<file path="config.mk">
export PLATFORM = sky130hd
export DESIGN_NAME = forward_ctrl
export DESIGN_NICKNAME = d
export VERILOG_FILES = /design/src/rtl/forward_ctrl_pkg.sv /design/src/rtl/fwd_match.sv /design/src/rtl/forward_ctrl.sv
export SDC_FILE = /design/constraint.sdc
export NUM_CORES = 1
export LEC_CHECK = 0
export CORE_ASPECT_RATIO = 0.9
export CORE_MARGIN = 10
export CORE_UTILIZATION = 30
export CTS_CLUSTER_SIZE = 10
export DETAILED_ROUTE_END_ITERATION = 7
export PLACE_DENSITY = 0.61
export SLEW_MARGIN = 20
export SYNTH_ARGS = -nofsm -noshare
export SYNTH_HDL_FRONTEND = slang
export SYNTH_SLANG_ARGS = --single-unit
</file>
<file path="constraint.sdc">
create_clock -name clk -period 1.99 [get_ports clk]
set_clock_uncertainty 0.2 [all_clocks]
set_input_delay 0.398 -clock clk [delete_from_list [all_inputs] [get_ports clk]]
set_output_delay 0.398 -clock clk [all_outputs]
set_load 0.05 [all_outputs]
</file>
<file path="src/rtl/forward_ctrl_pkg.sv">
// forward_ctrl_pkg: operand-select encodings and stage-record layout shared by the forwarding unit
package forward_ctrl_pkg;

    typedef enum logic [1:0] {
        SEL_RF    = 2'b00,
        SEL_EXMEM = 2'b01,
        SEL_MEMWB = 2'b10
    } fwd_sel_e;

    // A forwarding record is packed as {rd, regwrite, valid}; rd fills the upper REG_ADDR_W bits
    localparam int REC_VALID    = 0;
    localparam int REC_REGWRITE = 1;
    localparam int REC_RD       = 2;

endpackage

</file>
<file path="src/rtl/fwd_match.sv">
// fwd_match: does one stage record produce the register one decode source reads
module fwd_match
    import forward_ctrl_pkg::*;
#(
    parameter int REG_ADDR_W = 5
) (
    input  logic [REG_ADDR_W+REC_RD-1:0] rec_i,
    input  logic [REG_ADDR_W-1:0]        src_i,
    input  logic                         use_i,
    output logic                         hit_o
);

    logic [REG_ADDR_W-1:0] rd;

    assign rd    = rec_i[REC_RD +: REG_ADDR_W];
    // x0 is hard-wired, bubbles carry nothing, and an unread source needs no bypass
    assign hit_o = use_i && rec_i[REC_VALID] && rec_i[REC_REGWRITE] && (rd != '0) && (rd == src_i);

endmodule

</file>
<file path="src/rtl/forward_ctrl.sv">
// forward_ctrl: load-use stall detection and registered operand-bypass selects for the execute stage
module forward_ctrl
    import forward_ctrl_pkg::*;
#(
    parameter int REG_ADDR_W  = 5,
    parameter int STALL_CNT_W = 16
) (
    input  logic                   clk,
    input  logic                   reset,
    input  logic                   id_valid,
    input  logic [REG_ADDR_W-1:0]  id_rs1,
    input  logic [REG_ADDR_W-1:0]  id_rs2,
    input  logic                   id_use_rs1,
    input  logic                   id_use_rs2,
    input  logic [REG_ADDR_W-1:0]  id_rd,
    input  logic                   id_regwrite,
    input  logic                   id_memread,
    input  logic                   flush,
    output logic [1:0]             fwd_a_sel,
    output logic [1:0]             fwd_b_sel,
    output logic                   stall,
    output logic [STALL_CNT_W-1:0] stall_count
);

    localparam int RW = REG_ADDR_W + REC_RD;

    logic [RW-1:0]          ex_q, ex_d, mem_q, id_rec;
    logic                   ex_memread_q, ex_memread_d;
    logic [REG_ADDR_W-1:0]  ex_rd;
    logic                   load;
    logic                   a_ex, a_mem, b_ex, b_mem;
    logic [1:0]             fwd_a_q, fwd_a_d, fwd_b_q, fwd_b_d;
    logic [STALL_CNT_W-1:0] cnt_q, cnt_d;

    assign id_rec = {id_rd, id_regwrite, id_valid};
    assign ex_rd  = ex_q[REC_RD +: REG_ADDR_W];

    // A load in EX cannot bypass to the very next instruction; flush and reset both cancel the hazard
    assign stall = !reset && !flush && id_valid && ex_q[REC_VALID] && ex_memread_q && (ex_rd != '0) &&
                   ((id_use_rs1 && ex_rd == id_rs1) || (id_use_rs2 && ex_rd == id_rs2));
    assign load  = id_valid && !stall && !flush;

    fwd_match #(.REG_ADDR_W(REG_ADDR_W)) u_a_ex  (.rec_i(ex_q),  .src_i(id_rs1), .use_i(id_use_rs1), .hit_o(a_ex));
    fwd_match #(.REG_ADDR_W(REG_ADDR_W)) u_a_mem (.rec_i(mem_q), .src_i(id_rs1), .use_i(id_use_rs1), .hit_o(a_mem));
    fwd_match #(.REG_ADDR_W(REG_ADDR_W)) u_b_ex  (.rec_i(ex_q),  .src_i(id_rs2), .use_i(id_use_rs2), .hit_o(b_ex));
    fwd_match #(.REG_ADDR_W(REG_ADDR_W)) u_b_mem (.rec_i(mem_q), .src_i(id_rs2), .use_i(id_use_rs2), .hit_o(b_mem));

    // Next EX record and selects; the younger producer (in EX now) wins over the one in MEM
    always_comb begin
        ex_d         = load ? id_rec : '0;
        ex_memread_d = load && id_memread;
        fwd_a_d      = !load ? SEL_RF : a_ex ? SEL_EXMEM : a_mem ? SEL_MEMWB : SEL_RF;
        fwd_b_d      = !load ? SEL_RF : b_ex ? SEL_EXMEM : b_mem ? SEL_MEMWB : SEL_RF;
        cnt_d        = (stall && !(&cnt_q)) ? cnt_q + STALL_CNT_W'(1) : cnt_q;
    end

    // Stage shift, select registers and stall statistics; the MEM record retires at the following edge
    always_ff @(posedge clk) begin
        if (reset) begin
            ex_q         <= '0;
            ex_memread_q <= 1'b0;
            mem_q        <= '0;
            fwd_a_q      <= SEL_RF;
            fwd_b_q      <= SEL_RF;
            cnt_q        <= '0;
        end else begin
            ex_q         <= ex_d;
            ex_memread_q <= ex_memread_d;
            mem_q        <= ex_q;
            fwd_a_q      <= fwd_a_d;
            fwd_b_q      <= fwd_b_d;
            cnt_q        <= cnt_d;
        end
    end

    assign fwd_a_sel   = fwd_a_q;
    assign fwd_b_sel   = fwd_b_q;
    assign stall_count = cnt_q;

endmodule
</file>
* Word level (Yosys, flattened, before mapping)
Index checks and enable logic that the tools add are counted.
** Word-level totals
- Flip-flop bits (word level) :: 35
- Input port bits :: 23
- Output and inout port bits :: 21
- Logic and storage cells :: 57
** Operators by class
- $add $sub $neg :: 1
- Equal/unequal tests :: 4
- Multiplexer cells :: 4
- Bitwise operators :: 1
- Reductions and logical operators :: 39
** Operators by type and width (count)
- $logic_and 1x1->1 :: 28
- $eq 5x5->1 :: 4
- $add 16x1->16 const B :: 1
- $reduce_and 16->1 :: 1
- $reduce_bool 5->1 :: 2
- $reduce_or 3->1 :: 2
- $logic_not 1->1 :: 4
- $mux 2 :: 2
- $mux 1 :: 2
- $reduce_or 2->1 :: 1
- $logic_or 1x1->1 :: 1
- $not 1->1 :: 1

* Longest topological paths before layout
Gate-level depths: netlist (run 1).
- Word-level depth :: 12
- Depth in mapped cells :: 9
- Mapped depth without buffers :: 7

* By module
A second synthesis (run 1) with hierarchy kept.
** Second synthesis, totals
- Cells, all modules :: 203
- Area, all modules :: 1843.0 um^2
** By module, submodules not included
- forward_ctrl :: times used 1, cells an instance 163, area each 1552.7 um^2, sequential area each 700.7 um^2
- fwd_match :: times used 4, cells an instance 10, area each 72.6 um^2, sequential area each 0.0 um^2

* Worst setup path before layout (run 1)
OpenSTA, ideal clock, no wires.
- Kind :: input -> output
- Start :: input port id_rs1[2]
- End :: output port stall
- Arrival :: 1.825 ns
- Data required time :: 1.392 ns
- Slack :: -0.433 ns
- Stages on the path :: 5
- Buffers on the path :: 0
- Cells stage by stage :: xor2_1 -> nor4_1 -> and3_1 -> nor2_1 -> nor2_1
** On the way
- Cells in the longest elaborated chain, start to end :: 4
** RTL lines
- start: declaration :: line forward_ctrl.sv:11 : input logic [REG_ADDR_W-1:0] id_rs1,
- $eq 5x5->1 :: line forward_ctrl.sv:40 : ((id_use_rs1 && ex_rd == id_rs1) || (id_use_rs2 && ex_rd == id_rs2));
- $logic_and 1x1->1 :: line forward_ctrl.sv:40
- $logic_or 1x1->1 :: line forward_ctrl.sv:40
- $logic_and 1x1->1 :: line forward_ctrl.sv:39 : assign stall = !reset && !flush && id_valid && ex_q[REC_VALID] && ex_memread_q && (ex_rd != '0) &&
- end: declaration :: line forward_ctrl.sv:21 : output logic stall,
Every way passes these cells.

* Worst setup path after layout (run 1)
- Start :: register ex_q[5]
- End :: output port stall
** On the way
- Cells in the longest elaborated chain, start to end :: 4
- Elaborated cells between the ends (all ways) :: 8
- Those cells by class :: eq/ne: 2; reduce/logical: 6
** RTL lines
- start: declaration :: line forward_ctrl.sv:27 : logic [RW-1:0] ex_q, ex_d, mem_q, id_rec;
- start signal: assignment :: line forward_ctrl.sv:60 : ex_q <= '0;
- start signal: assignment :: line forward_ctrl.sv:67 : ex_q <= ex_d;
- $eq 5x5->1 :: line forward_ctrl.sv:40
- $logic_and 1x1->1 :: line forward_ctrl.sv:40
- $logic_or 1x1->1 :: line forward_ctrl.sv:40
- $logic_and 1x1->1 (*) :: line forward_ctrl.sv:39
Mark *: on every way between the ends. The rest lies on a longest branch, timed or not.

==> reports/qor.yml, run 1 <==
clock_tree:
  clock_sinks: 35
  cts_tree: "yes"
  cts_root_buf: "clkbuf_8"
  clkLatencyLatePin_ns: 0.28
  clk_path_buf_depth: 2
  hold_buffers: 0
  path_clk_slew_ns: 0.07
  cts_buffers: 5
  cts_htree_levels: 2
synth:
  syn_inst: 176
  synth_adder_area_share_pct: 0.7651
  synth_edf_count: 0
  synthSimpleGateAreaFrac_pct: 27.39
  yosys.area.top_type_share_pct: 42.85
  yosys-top-cells-count: "35 x dfxtp_1, 18 x xor2_1, 13 x nor2_1, 11 x a21oi_1, 9 x nand2_1"
  yosysWarnings: 0
  synth_xor_area_share_pct: 13.39
  synthMuxAreaShare_pct: 0.6121
  synthFlopType: "dfxtp_1"
  async_flop_share_pct: 0
  synthesis.nets: 200
  ys_types: 36
  synth_most_common_cell: "dfxtp_1"
  ys_seq_area_share_pct: 42.85
  yosysTopAreaCell: "dfxtp_1"
  ys_ff_latch: 35
  post_synth.cell_area_avg_um2: 9.292
  synth_compound_area_share_pct: 12.47
  synthesis.area_um2: 1635
  synth.top_cells.by_area: "dfxtp_1 43%, xor2_1 9.6%, xnor2_1 3.7%, a21oi_1 3.4%, or4_1 3.2%"
  synth_top_family_by_area: "simple AND/OR/NAND/NOR gates"
power:
  total_power_w: 0.001396
  p_seq_share_pct: 50.6
  leakage_nw: 1.022
  internal_power_w: 0.001089
  power_frac_comb_pct: 8.8
  p_clk_share_pct: 40.6
  swShare_pct: 22.00
  powerDensity_nw_per_um2: 534.9
  ir_drop_uv: 319.8
  switching_power_w: 0.0003071
placement:
  io_buffers: 43
  gp_congestion: 0.8296
  place_area_um2: 2346
  dpl.hpwl_um: 3317
timing:
  min_period_ns: 2.298
  setup_viol: 17
  worst_pin_slew_ns: 0.3284
  worst_slack_ns: -0.3079
  rsz0062_at_grt: "true"
  slew_viol_final: 0
  period_share_pct: 115.5
  final_hold_viol_count: 0
  fmax_mhz: 435.2
  slew_headroom_pct: 78.03
cells_and_area:
  fin_nets: 282
  antenna-diode-count: 0
  syn_to_final_growth_pct: 59.60
  fin_util_pct: 49.67
  drive_above_1_share_pct: 37.84
  fin_area_um2: 2610
  fillCellCount: 499
critical_path:
  cp.required_ns: 1.39
  critPathKind: "flip-flop to output pin"
  worstSetupStartpoint: "ex_q[5]"
  cp_max_fo: 2
  ff2ff_path_depth: 9
  rr_endpoint: "stall_count[4]"
  rr_startpoint: "ex_q[5]"
  end_kind: "output pin"
  cp.arrival_ns: 1.70
  r2r_slack_ns: -0.25
  cp-start-kind: "flip-flop"
worst_hold_path:
  min_to: "mem_q[1]"
  holdPathStages: 1
  hp-start: "ex_q[1]"
  hold_class: "flip-flop to flip-flop"
route:
  via_per_inst: 4.672
  routed_wl_um: 4498
  drt_iter0_markers: 77
  ant_nets: 0
  wl_per_cell_um: 13.80
  drc: 0
  vias: 1523
  drt-pass1-iter-count: 4
grt:
  gr-total-overflow: 0
  grt_pass1_wl_um: 7479
  track_usage_pct: 9.983
  grt_max_degree: 25
  antenna_found_initial: 0
  grt_pass1_vias: 1566
floorplanning:
  die_h_um: 90.05
  dieArea_um2: 8809
  ios: 44
  die_w_um: 97.83
  fp-row-count: 25
  core-area_um2: 5255
  start_util_pct: 31.12
run:
  max_cap_viol_count: 0
status:
  run_status: "finished, violations left"
  violations: "negative setup slack"
==> power groups by stage <==
stage | registers [W] | logic, W | clock network [W]
after global routing | 0.000707 | 0.000134 | 0.000611
after global placement | 0.000722 | 0.000123 | 0
after floorplan | 0.000721 | 0.0000454 | 0
final | 0.000706 | 0.000123 | 0.000567
after detailed placement | 0.000722 | 0.000124 | 0
after CTS | 0.000706 | 0.000123 | 0.000586
==> final cells by class <==
type	count	area (um^2)	share of cell area, %
flip-flops and latches	35	738.2	28.28
repair buffers	78	681.9	26.13
clock buffers	8	100.1	3.835
multi-input cells	136	998.5	38.26
inverters	2	7.507	0.2876
well taps	67	83.83	3.212
==> sequential cells by signal, summed over array words and instances, names as in the netlist <==
| signal | cells |
|---|---|
| stall_count | 16 |
| fwd_b_sel | 2 |
| ex_q | 7 |
| mem_q | 7 |
| fwd_a_sel | 2 |
| ex_memread_q | 1 |
==> how the worst max path moves through the flow <==
stage | endpoint | cells past startpoint
after floorplan | stall_count[1] | 8
after global placement | stall_count[5] | 7
after detailed placement | stall_count[1] | 8
after CTS | stall | 5
after global routing | stall | 7
final | stall | 5
==> what timing repair did <==
| action | CTS | global route |
|---|---|---|
| buffers inserted | 8 | 1 |
| gates cloned | 1 | 1 |
| setup endpoints to repair | 27 | 26 |
| resized for setup | 25 | 11 |
| pin swaps | 12 | 8 |
==> layer usage <==
metal / vias up / global-route usage (%) / wire length (um)
met1: 693 / 11.63 / 2122
met5: - / 0 / 0
met2: 28 / 16.65 / 2098
met3: 5 / 3.137 / 219
li1: 797 / - / -
met4: 0 / 3.632 / 57
==> kinds of logic (layout without fill, tap and decap cells) <==
| logic type | count (synthesis) | in the layout |
|---|---|---|
| adder cells (fa/ha/maj) | 1 | 1 |
| AO/OA/AOI/OAI | 31 | 33 |
| buffers and inverters | 7 | 88 |
| multiplexers | 1 | 1 |
| XOR/XNOR | 25 | 25 |
| AND/OR/NAND/NOR | 76 | 76 |
| flip-flops | 35 | 35 |
==> through the flow <==
stage / hold WS [ns] / setup WS, ns / setup TNS [ns] / instances
finish: 0.2750 / -0.3079 / -2.766 / 326
global placement: 0.2628 / -0.6370 / -13.65 / 308
CTS: 0.2744 / -0.2832 / -2.648 / 325
floorplan: 0.2381 / -0.1449 / -0.9981 / 176
detailed placement: 0.2642 / -0.6763 / -14.26 / 308
global route: 0.2929 / -0.3579 / -4.272 / 326
==> placed cells by master (no fill, tap or decap), types with 8 or more instances in the layout <==
master	Yosys	final
buf_4	0	45
dfxtp_1	35	17
xor2_1	18	15
dfxtp_2	0	12
clkdlybuf4s50_1	0	12
nor2_1	13	11
a21oi_1	11	10
nand2_1	9	9
dlygate4sd2_1	0	9
buf_6	2	8
==> critical path, stage by stage (launching register included) <==
cell	delay, ns
dfxtp_2	0.33
or4_4	0.55
o211ai_4	0.22
buf_6	0.14
nor2_4	0.04
buf_12	0.14
Power figures use the tool's default switching activity.
==> run 2: changes to the inputs <==
Settings changed: CORE_MARGIN 10 to 3.
==> run 2 against run 1 <==
  * The flow still finishes with violations (negative setup slack)
  * Highest routed layer unchanged
  * Setup slack got worse by 0.038 ns
  * Largest cell class unchanged
  * Non-clock buffer count increased by 3
  * Die area down 28%
  * Power increased by 3.3%
  * Clock power grew 6.3%
  * Utilization is 3.8 points higher
  * First-iteration DRC count up 31%
  * Hold slack worse by 0.0091 ns
  * Sequential share of layout area shrank 0.88 points
  * Register-to-register slack about the same
==> reports/qor.yml, run 2 (synthesis gave the netlist of run 1 again) <==
cells_and_area:
  mostFrequentLayoutCell: "buf_4"  # unchanged
  syn_to_final_growth_pct: 65.03  # was 59.60%
  final_cell_mix: "49 x buf_4, 16 x dfxtp_1, 15 x xor2_1"  # was 45 x buf_4, 17 x dfxtp_1, 15 x xor2_1
  fin_area_um2: 2699  # was 2610 um^2
  fin_nets: 285  # was 282
  drive_above_1_share_pct: 43.13  # was 37.84%
  antenna-diode-count: 0  # unchanged
  largest_register_ffs: 16  # unchanged
clock_tree:
  clkLatencyLatePin_ns: 0.28  # about the same
  clk_path_buf_depth: 2  # unchanged
  cts_htree_levels: 2  # unchanged
  path_clk_slew_ns: 0.07  # about the same
  clock_sinks: 35  # unchanged
  hold_buffers: 0  # unchanged
  cts_root_buf: "clkbuf_8"  # unchanged
  cts_buffers: 5  # unchanged
  cts_tree: "yes"  # unchanged
floorplanning:
  dieArea_um2: 6374  # was 8809 um^2
  die_h_um: 76.05  # was 90.05 um
  core-area_um2: 5045  # was 5255 um^2
  start_util_pct: 32.42  # was 31.12%
  fp-row-count: 24  # was 25
  ios: 44  # unchanged
  die_w_um: 83.83  # was 97.83 um
critical_path:
  crit_slowest_cell: "dfxtp_2"  # was or4_4
  cp_max_fo: 3  # was 2
  cp_slowest_stage_delay_ns: 0.33  # was 0.55 ns
  cp-start-kind: "flip-flop"  # unchanged
  cp.arrival_ns: 1.74  # was 1.70 ns
  end_kind: "output pin"  # unchanged
  crit_family: "simple AND/OR/NAND/NOR gates"  # unchanged
  crit_buf_inv: 3  # was 2
  path_cells: "buf_6, buf_6, xnor2_2, nand4_1, nor3_4, nor2_4, nor2_4, buf_12"  # was or4_4, o211ai_4, buf_6, nor2_4, buf_12
  critPathKind: "flip-flop to output pin"  # unchanged
  cp.required_ns: 1.39  # about the same
route:
  drt_iter0_markers: 101  # was 77
  routed_wl_um: 4465  # was 4498 um
  ant_nets: 0  # unchanged
  drc: 0  # unchanged
  drt-pass1-iter-count: 4  # unchanged
  wl_per_cell_um: 13.65  # was 13.80 um
  via_per_inst: 4.829  # was 4.672
  vias: 1579  # was 1,523
timing:
  fmax_mhz: 428.2  # was 435.2 MHz
  setup_viol: 17  # unchanged
  hold-worst-slack_ns: 0.2660  # was 0.2750 ns
  slew_headroom_pct: 76.43  # was 78.03%
  slew_viol_final: 0  # unchanged
  tns_ns: -3.208  # was -2.766 ns
  min_period_ns: 2.336  # was 2.298 ns
  worst_slack_ns: -0.3455  # was -0.3079 ns
  rsz0062_at_grt: "true"  # unchanged
  period_share_pct: 117.4  # was 115.5%
  final_hold_viol_count: 0  # unchanged
  worst_pin_slew_ns: 0.3522  # was 0.3284 ns
grt:
  grt_pass1_wl_um: 7003  # was 7479 um
  track_usage_pct: 13.48  # was 9.983%
  grt_max_degree: 25  # unchanged
  gr-total-overflow: 0  # unchanged
  grt_pass1_vias: 1534  # was 1,566
  antenna_found_initial: 0  # unchanged
placement:
  place_area_um2: 2338  # was 2346 um^2
  dpl.hpwl_um: 3011  # was 3317 um
  gp_congestion: 0.8184  # was 0.8296
  io_buffers: 43  # unchanged
power:
  leakage_nw: 1.071  # was 1.022 nW
  ir_drop_uv: 368.1  # was 319.8 uV
  powerDensity_nw_per_um2: 534.5  # was 534.9 nW/um^2
status:
  run_status: "finished, violations left"  # unchanged
  violations: "negative setup slack"  # unchanged
run:
  max_cap_viol_count: 0  # unchanged
worst_hold_path:
  hold_class: "flip-flop to flip-flop"  # unchanged
[run 2: routing by layer]
| layer | up-vias | track usage [%] | share of wire, % |
|---|---|---|---|
| li1 | 802 | - | - |
| met1 | 727 | 17.23 | 47 |
| met2 | 42 | 21.46 | 47 |
| met3 | 8 | 3.243 | 4.5 |
| met4 | 0 | 6.109 | 1.8 |
| met5 | - | 0 | 0 |
[run 2: worst register-to-register path: cells and delay by family, from the launching register on]
kind            cells  cell delay, ns
xor+xnor            1            0.14
buf+inv             2            0.29
simple gates        3            1.01
flops               1            0.33
compound gates      2            0.21
[run 2: timing repair]
action                     4_1_cts  5_1_grt
setup endpoints to repair       28       26
gates cloned                     0        2
gates resized for setup         28       19
pin swaps                       13       13
setup buffers                    8        2
[run 2: cell type report]
type | instances | area [um^2]
Fill cell | 484 | 2346
Multi-Input combinational cell | 136 | 1054
Sequential cell | 35 | 739.5
Timing Repair Buffer | 81 | 704.4
Clock buffer | 7 | 107.6
Tap cell | 65 | 81.33
Inverter | 2 | 7.507
Clock inverter | 1 | 5.005
[run 2: final timing paths]
kind	slack, ns	cells past startpoint	endpoint	from
worst min-delay path	0.27	1	mem_q[1]	ex_q[1]
worst min register to register	0.27	1	mem_q[1]	ex_q[1]
worst max-delay path	-0.35	8	stall	ex_q[6]
worst max register to register	-0.26	8	stall_count[9]	ex_q[6]
[run 2: report_power, final]
part / internal (W) / switching [W]
Combinational: 0.0000798 / 0.0000532
Sequential: 0.000699 / 0.00000725
Clock: 0.000354 / 0.000248
Total: 0.00113 / 0.000309
[run 2: metrics by stage]
stage               worst slack, ns  util [%]  instances  total power [W]
CTS                         -0.3370     51.14        323         0.001457
global placement            -0.6745     46.35        307        0.0008437
finish                      -0.3455     53.50        327         0.001443
floorplan                   -0.1449         -        176        0.0007663
global route                -0.4424     53.50        327         0.001509
detailed placement          -0.7620     46.35        307        0.0008449
